`src/rtl/seg_arbiter.sv`:
```
// seg_arbiter: three requesters share one multiplexed 8-digit, 7-segment display.
// A scan counter steps through the digit slots. Ownership of the display can only
// change at a frame boundary, and a newly granted owner holds the display for a
// minimum number of frames before a higher-priority requester can take it.
//
// Ports:
//   clk                  system clock (rising edge)
//   rst                  synchronous reset, active low
//   req0..req2           display requests; priority 2 > 1 > 0
//   dig0..dig2           eight BCD-ish nibbles, [31:28] = leftmost digit
//   blank0..blank2       per-digit force-off, bit7 = leftmost
//   blink0..blink2       per-digit blink enable, bit7 = leftmost
//   grant                one-hot owner, 3'b000 = idle
//   seg_data             segment code {a,b,c,d,e,f,g,dp}, active high
//   seg_which            digit select, active high, bit7 = leftmost
module seg_arbiter #(
   parameter int SCAN_DIV    = 200000,
   parameter int HOLD_FRAMES = 50,
   parameter int BLINK_DIV   = 25000000
) (
   input  logic        clk,
   input  logic        rst,
   input  logic        req0,
   input  logic        req1,
   input  logic        req2,
   input  logic [31:0] dig0,
   input  logic [31:0] dig1,
   input  logic [31:0] dig2,
   input  logic [7:0]  blank0,
   input  logic [7:0]  blank1,
   input  logic [7:0]  blank2,
   input  logic [7:0]  blink0,
   input  logic [7:0]  blink1,
   input  logic [7:0]  blink2,
   output logic [2:0]  grant,
   output logic [7:0]  seg_data,
   output logic [7:0]  seg_which
);

   localparam int CW = $clog2(SCAN_DIV);
   localparam int BW = $clog2(BLINK_DIV + 1);
   localparam int HW = $clog2(HOLD_FRAMES + 1);

   typedef enum logic {IDLE, OWNED} state_t;

   state_t         state;
   logic [CW-1:0]  count;
   logic [2:0]     idx;
   logic [BW-1:0]  blink_cnt;
   logic           blink_phase;
   logic [HW-1:0]  hold_cnt;

   function automatic logic [2:0] pick(input logic [2:0] r);
      if (r[2])      return 3'b100;
      else if (r[1]) return 3'b010;
      else if (r[0]) return 3'b001;
      else           return 3'b000;
   endfunction

   function automatic logic [7:0] decode(input logic [3:0] n);
      case (n)
         4'h0: return 8'hFC;
         4'h1: return 8'h60;
         4'h2: return 8'hDA;
         4'h3: return 8'hF2;
         4'h4: return 8'h66;
         4'h5: return 8'hB6;
         4'h6: return 8'hBE;
         4'h7: return 8'hE0;
         4'h8: return 8'hFE;
         4'h9: return 8'hF6;
         4'hA: return 8'h02;
         default: return 8'h00;
      endcase
   endfunction

   logic [2:0]    req_v, top, nxt_grant, disp_idx;
   logic [HW-1:0] nxt_hold;
   logic [CW-1:0] count_nxt;
   logic          tick, boundary, suppress;
   logic [31:0]   sel_dig;
   logic [7:0]    sel_blank, sel_blink, disp_data, disp_which;
   logic [3:0]    nib;

   always_comb begin
      req_v     = {req2, req1, req0};
      top       = pick(req_v);
      tick      = (count == CW'(SCAN_DIV - 1));
      boundary  = tick && (idx == 3'd7);
      count_nxt = tick ? '0 : count + 1'b1;
      nxt_grant = grant;
      nxt_hold  = hold_cnt;
      disp_idx  = idx + 3'd1;
      if (state == IDLE) begin
         disp_idx = 3'd0;
         if (|req_v) begin
            nxt_grant = top;
            nxt_hold  = HW'(HOLD_FRAMES - 1);
         end
      end else if (boundary) begin
         // Owner released: take whoever is waiting, hold does not apply.
         // Owner still requesting: only a higher-priority request with an
         // expired hold may preempt. One-hot compare doubles as priority.
         if ((req_v & grant) == 3'b000)
            nxt_grant = top;
         else if (top > grant && hold_cnt == '0)
            nxt_grant = top;
         if (nxt_grant != grant)
            nxt_hold = (nxt_grant != 3'b000) ? HW'(HOLD_FRAMES - 1) : '0;
         else if (hold_cnt != '0)
            nxt_hold = hold_cnt - 1'b1;
      end

      case (nxt_grant)
         3'b100:  begin sel_dig = dig2; sel_blank = blank2; sel_blink = blink2; end
         3'b010:  begin sel_dig = dig1; sel_blank = blank1; sel_blink = blink1; end
         default: begin sel_dig = dig0; sel_blank = blank0; sel_blink = blink0; end
      endcase

      // Slot idx maps to nibble/bit 7-idx, i.e. ~idx for a 3-bit index.
      nib        = sel_dig[{~disp_idx, 2'b00} +: 4];
      suppress   = (nxt_grant == 3'b000) || sel_blank[~disp_idx] ||
                   (sel_blink[~disp_idx] && blink_phase);
      disp_which = suppress ? 8'h00 : (8'h80 >> disp_idx);
      disp_data  = suppress ? 8'h00 : decode(nib);
   end

   always_ff @(posedge clk) begin
      if (!rst) begin
         state       <= IDLE;
         count       <= '0;
         idx         <= 3'd0;
         blink_cnt   <= '0;
         blink_phase <= 1'b0;
         hold_cnt    <= '0;
         grant       <= 3'b000;
         seg_data    <= 8'h00;
         seg_which   <= 8'h00;
      end else begin
         if (blink_cnt == BW'(BLINK_DIV - 1)) begin
            blink_cnt   <= '0;
            blink_phase <= ~blink_phase;
         end else begin
            blink_cnt <= blink_cnt + 1'b1;
         end

         case (state)
            IDLE: begin
               if (|req_v) begin
                  // Restart the scan so the new owner starts on a clean frame.
                  state     <= OWNED;
                  count     <= '0;
                  idx       <= 3'd0;
                  grant     <= nxt_grant;
                  hold_cnt  <= nxt_hold;
                  seg_data  <= disp_data;
                  seg_which <= disp_which;
               end else begin
                  count <= count_nxt;
                  if (tick) idx <= idx + 3'd1;
               end
            end
            OWNED: begin
               count <= count_nxt;
               if (tick) begin
                  idx       <= disp_idx;
                  grant     <= nxt_grant;
                  hold_cnt  <= nxt_hold;
                  seg_data  <= disp_data;
                  seg_which <= disp_which;
                  if (nxt_grant == 3'b000) state <= IDLE;
               end
            end
            default: state <= IDLE;
         endcase
      end
   end

endmodule

```
`config.mk`:
```
export PLATFORM = sky130hd
export DESIGN_NAME = seg_arbiter
export DESIGN_NICKNAME = d
export VERILOG_FILES = /design/src/rtl/seg_arbiter.sv
export SDC_FILE = /design/constraint.sdc
export NUM_CORES = 1
export LEC_CHECK = 0
export CAP_MARGIN = 20
export CELL_PAD_IN_SITES_DETAIL_PLACEMENT = 1
export CELL_PAD_IN_SITES_GLOBAL_PLACEMENT = 1
export CORE_AREA = 4 4 124 126
export CTS_BUF_LIST = sky130_fd_sc_hd__clkbuf_8
export CTS_CLUSTER_DIAMETER = 50
export DETAILED_ROUTE_END_ITERATION = 10
export DIE_AREA = 0 0 128 130
export PLACE_DENSITY = 0.95
export SYNTH_ARGS = -nofsm -noshare
export SYNTH_HDL_FRONTEND = slang
export SYNTH_SLANG_ARGS = --single-unit
```
`constraint.sdc`:
```
create_clock -name clk -period 10.6 [get_ports clk]
set_input_delay 1.59 -clock clk [delete_from_list [all_inputs] [get_ports clk]]
set_output_delay 1.59 -clock clk [all_outputs]
set_load 0.05 [all_outputs]
```
# Yosys cells after proc, flatten, opt, wreduce, memory -nomap -nowiden
# Memories as Yosys holds them, arrays and structs flattened.
# Index checks and enable logic that the tools add are counted.
totals:
  reg_bits: 73
  romBits: 112
  input_bits: 149
  out_inout_bits: 19
  wordCells: 94
  mem_count: 1
mem_list:
  columns: ["name", "depth", "width", "rd", "rd_clocked_by_memory_dff", "wr", "line_no", "text"]
  rows:
  - ["(no name shown)", 16, 7, 1, 0, 0, "61", "case (n)"]
op_classes:
  addsub: 4
  n_lt_le_gt_ge: 2
  n_eq_ne: 9
  shifts: 2
  mux: 48
  bitwise: 5
  reduce_logical: 14
ops:
  columns: ["cell", "n"]
  rows:
  - ["$pmux 32 s2", 1]
  - ["$pmux 8 s2", 4]
  - ["$mux 8", 6]
  - ["$mux 3", 14]
  - ["$mux 6", 7]
  - ["$mux 18", 2]
  - ["$pmux 18 s2", 1]
  - ["$shiftx 32x6->4", 1]
  - ["$add 25x1->25 const B", 1]
  - ["$eq 25x25->1 const B", 1]
  - ["$add 18x1->18 const B", 1]
  - ["$eq 18x18->1 const B", 1]
  - ["$pmux 3 s2", 2]
  - ["$pmux 6 s2", 1]
  - ["$shr 8x3->8 const A", 1]
  - ["$bmux 1 s3", 2]
  - ["$eq 3x3->1 const B", 2]
  - ["$logic_not 3->1", 2]
  - ["$logic_not 6->1", 1]
  - ["$mux 1", 6]
  - ["$reduce_bool 6->1", 1]
  - ["$sub 6x1->6 const B", 1]
  - ["$lt 3x4->1 const B", 1]
  - ["$ne 2x1->1 const B", 2]
  - ["16 further kinds", 22]

# Longest topological paths before layout
logic_depth:
  ltp_word: 20
  depth_mapped: 21
  mapped_depth_nobuf: 18

# Worst setup path after synthesis
# Ideal clock, no wire load.
synth_timing:
  path_kind: "input to register"
  start: "in req0"
  end: "reg seg_data[6]"
  setup_ns: 0.119
  arrival_time_ns: 5.308
  t_required_ns: 10.481
  path_slack_ns: 5.173
  stages: 20
  n_path_buf: 3
  path_cell_list: "buf_4 > or3b_4 > ha_1 > nand3_1 > nand3_1 > o21ai_0 > a41oi_1 > and2_1 > buf_2 > buf_2 > xnor2_1 > nor2_1 > o21ai_0 > o221a_2 > nor2_1 > inv_1 > ha_1 > or2_0 > a21oi_1 > o21ai_1"
synth_between:
  elab_chain_cells: 20
  word_cells_on_any_way: 36
  cone_classes: "order compare (1); eq/ne (3); shift (1); mux (21); bitwise (1); reduce/logical (8); memory (1)"
synth_lines:
  columns: ["item", "line_no", "text"]
  rows:
  - ["start, declared", "23", "input logic req0,"]
  - ["branches (longest 20 deep; another with $gt 3x3->1)", null, null]
  - ["end signal, assigned", "156", "seg_data <= disp_data;"]
  - ["end signal, assigned", "169", "seg_data <= disp_data;"]
  - ["end, declared", "36", "output logic [7:0] seg_data,"]
# Several ways; the timed one is not identified. The select of a mux whose other input is x is not followed.
# A chain may end at the register's enable or synchronous reset.

# Worst setup path after layout
layout_timing:
  start: "in req2"
  end: "reg seg_data[6]"
layout_between:
  elab_chain_cells: 18
  word_cells_on_any_way: 34
  cone_classes: "order compare (1); eq/ne (3); shift (1); mux (19); bitwise (1); reduce/logical (8); memory (1)"
layout_lines:
  columns: ["item", "line_no", "text"]
  rows:
  - ["start, declared", "25", "input logic req2,"]
  - ["branches (longest 18 deep; another with $gt 3x3->1)", null, null]
# Several ways; the timed one is not identified. The select of a mux whose other input is x is not followed.

==> impl_metrics.json <==
{
  "status": "finished, final reports clean",
  "ctsRootBufferMaster": "clkbuf_8",
  "holdWs_ns": 0.456,
  "wl_per_cell_microns": 21.5,
  "pwr-share-seq_pct": 38.4,
  "p_per_area_mw_per_mm2": 103,
  "worstPathRequired_ns": 10.84,
  "drc": 0,
  "clk_latency_ns": 0.35,
  "synth_edf_count": 0,
  "wirelength_mm": 21.8,
  "slew_viol_final": 0,
  "yosysTopAreaCell": "dfxtp_1",
  "final_core_util_pct": 49.8,
  "antenna_cells": 0,
  "avgSynthCellArea_sq_um": 7.65,
  "setup_ws_ns": 3.70,
  "multi_input_area_sq_mm": 0.00349,
  "pre_cts_ws_ns": 3.48,
  "period_minus_slack_ns": 6.90,
  "grt_pass1_wl_mm": 33.5,
  "grt_pass1_vias": 6414,
  "nNetsFinal": 987,
  "area_growth_syn_to_layout_pct": 37.3,
  "p_switching_uw": 226,
  "synthTopCellsByArea": "dfxtp_1 28%, nor2_1 5.7%, a21oi_1 4.7%",
  "clk_pin_slew_worst_paths_ns": 0.08,
  "leakage_nw": 2.40,
  "num_io_pins": 168,
  "avgViaCountPerCell": 6.07,
  "overflow": 0,
  "syn_nets": 843,
  "ant_nets": 0,
  "finalHoldViolCount": 0,
  "final_cells": 1012,
  "drive_gt1_share_pct": 4.95,
  "power_frac_comb_pct": 29.2,
  "h-tree-depth": 3,
  "gp_congestion": 0.997,
  "rsz0062_at_grt": "no",
  "cts_hold_buf": 0,
  "power_uw": 735,
  "crit_fanout": 28,
  "crit_arrival_ns": 7.14,
  "async_flop_share_pct": 0,
  "synth_cells": 679,
  "drt_iter0_markers": 610,
  "switching_share_pct": 30.7,
  "drv_cap": 0,
  "cts_buffers": 9,
  "synth.distinct_cells": 77,
  "grt_max_degree": 29,
  "cts_buffer_depth": 2,
  "crit_path_end_kind": "flip-flop",
  "layout_commonest_cell": "clkdlybuf4s50_1",
  "dp_hpwl_mm": 16.9,
  "fin_area_sq_mm": 0.00713,
  "hp-class": "flip-flop to flip-flop",
  "die_y_microns": 130,
  "setup_viol": 0,
  "critical_path.startpoint_type": "primary input",
  "skew_ns": 0.00979,
  "critical_path_class": "primary input to flip-flop",
  "tightest_slew_ns": 1.12,
  "ys_ff_latch": 72,
  "peakVddDrop_uv": 73.3,
  "seq_area_sq_mm": 0.00144,
  "nFillCells": 1734,
  "placed_cell_area_sq_mm": 0.00692,
  "synth_top_area_share_pct": 27.8,
  "cts_tree": "done",
  "placedCellCount": 996,
  "synth.yosys.warnings": 0,
  "rows": 44,
  "p_clk_share_pct": 32.3,
  "antenna_found_initial": 0,
  "fin_crit_sh_pct": 65.1,
  "synth_flop_cell": "dfxtp_1",
  "synth_area_sq_mm": 0.00519,
  "post_cts_resized": 0,
  "mostFrequentLayoutCells": "166 x clkdlybuf4s50_1, 79 x nor2_1, 72 x dfxtp_1",
  "postCtsSetupBuffers": 0,
  "drt_pass1_iterations": 5,
  "die_w_microns": 128,
  "track_usage_pct": 25.2,
  "vias": 6138,
  "max_slew_margin_pct": 25.1,
  "intPower_uw": 510,
  "cts_num_sinks": 72,
  "seq_area_frac_synth_pct": 27.8,
  "core_sq_mm": 0.0143,
  "die_area_sq_mm": 0.0166,
  "setup_tns_ns": 0,
  "port_buffers": 166,
  "start_util_pct": 36.3,
  "fmax_mhz": 145
}
==> critical path, stage by stage <==
cell	delay, ns
clkdlybuf4s50_1	0.56
nor2b_1	0.33
ha_1	0.31
a221oi_2	0.36
o21ai_0	0.24
a41oi_1	0.31
and2_1	0.91
nor2_1	0.39
o21ai_1	0.55
nand2_1	0.13
a211oi_1	0.29
o21ai_0	0.29
ha_1	0.39
or2_0	0.24
a21oi_1	0.15
o21ai_1	0.07
==> routing by layer <==
metal	wire length (microns)	global-route usage, %	up-vias
met5	0	0	-
met4	1030	12.3	0
met3	1580	5.73	72
met2	10500	44.5	271
met1	8700	28.8	2940
li1	-	-	2855
==> final timing paths <==
kind	cells after the start	from	to	slack, ns
worst max-delay path	16	req2	seg_data[6]	3.70
worst min-delay path	2	seg_data[2]	seg_data[2]	0.46
worst max register to register	16	grant[2]	seg_data[6]	5.05
worst min register to register	2	seg_data[2]	seg_data[2]	0.46
==> cells in the mapped netlist, types with 6 or more instances <==
| master | n |
|---|---|
| xor2_1 | 16 |
| nand4_1 | 10 |
| dfxtp_1 | 72 |
| a21oi_1 | 49 |
| nor3_1 | 18 |
| or3_1 | 14 |
| xnor2_1 | 20 |
| o21ai_0 | 30 |
| a31oi_1 | 7 |
| inv_1 | 24 |
| ha_1 | 15 |
| nor2_1 | 79 |
| nor4_1 | 9 |
| buf_2 | 6 |
| clkbuf_1 | 19 |
| nand2b_1 | 10 |
| o221ai_1 | 21 |
| o22ai_1 | 24 |
| nand2_1 | 60 |
| and3_1 | 10 |
| a221oi_1 | 16 |
| nand3_1 | 37 |
==> power by group through the flow <==
stage / sequential [mW] / clock [mW] / combinational, mW
global placement: 0.288 / 0 / 0.205
finish: 0.283 / 0.238 / 0.215
CTS: 0.282 / 0.243 / 0.212
floorplan: 0.295 / 0 / 0.108
global route: 0.283 / 0.252 / 0.230
detailed placement: 0.289 / 0 / 0.210
==> kinds of logic after synthesis <==
family,Yosys count,share of synthesized area [%]
AO/OA/AOI/OAI,207,28.4
XOR/XNOR,36,6.07
adder cells (fa/ha/maj),15,3.61
buffers and inverters,58,5.06
flip-flops,72,27.8
multiplexers,6,1.18
other,1,0.0722
AND/OR/NAND/NOR,284,27.8
==> layout make-up <==
class | count | area share, %
Clock buffer | 10 | 1.93
Inverter | 25 | 1.32
Tap cell | 184 | 3.23
Clock inverter | 6 | 1.07
Timing Repair Buffer | 166 | 23.3
Multi-Input combinational cell | 549 | 48.9
Sequential cell | 72 | 20.2
==> flip-flops by register name, indices dropped and copies added, names as in the netlist <==
name,flops
grant,3
seg_which,8
hold_cnt,6
idx,3
state,1
blink_cnt,25
seg_data,7
blink_phase,1
count,18
Power figures use the tool's default switching activity.
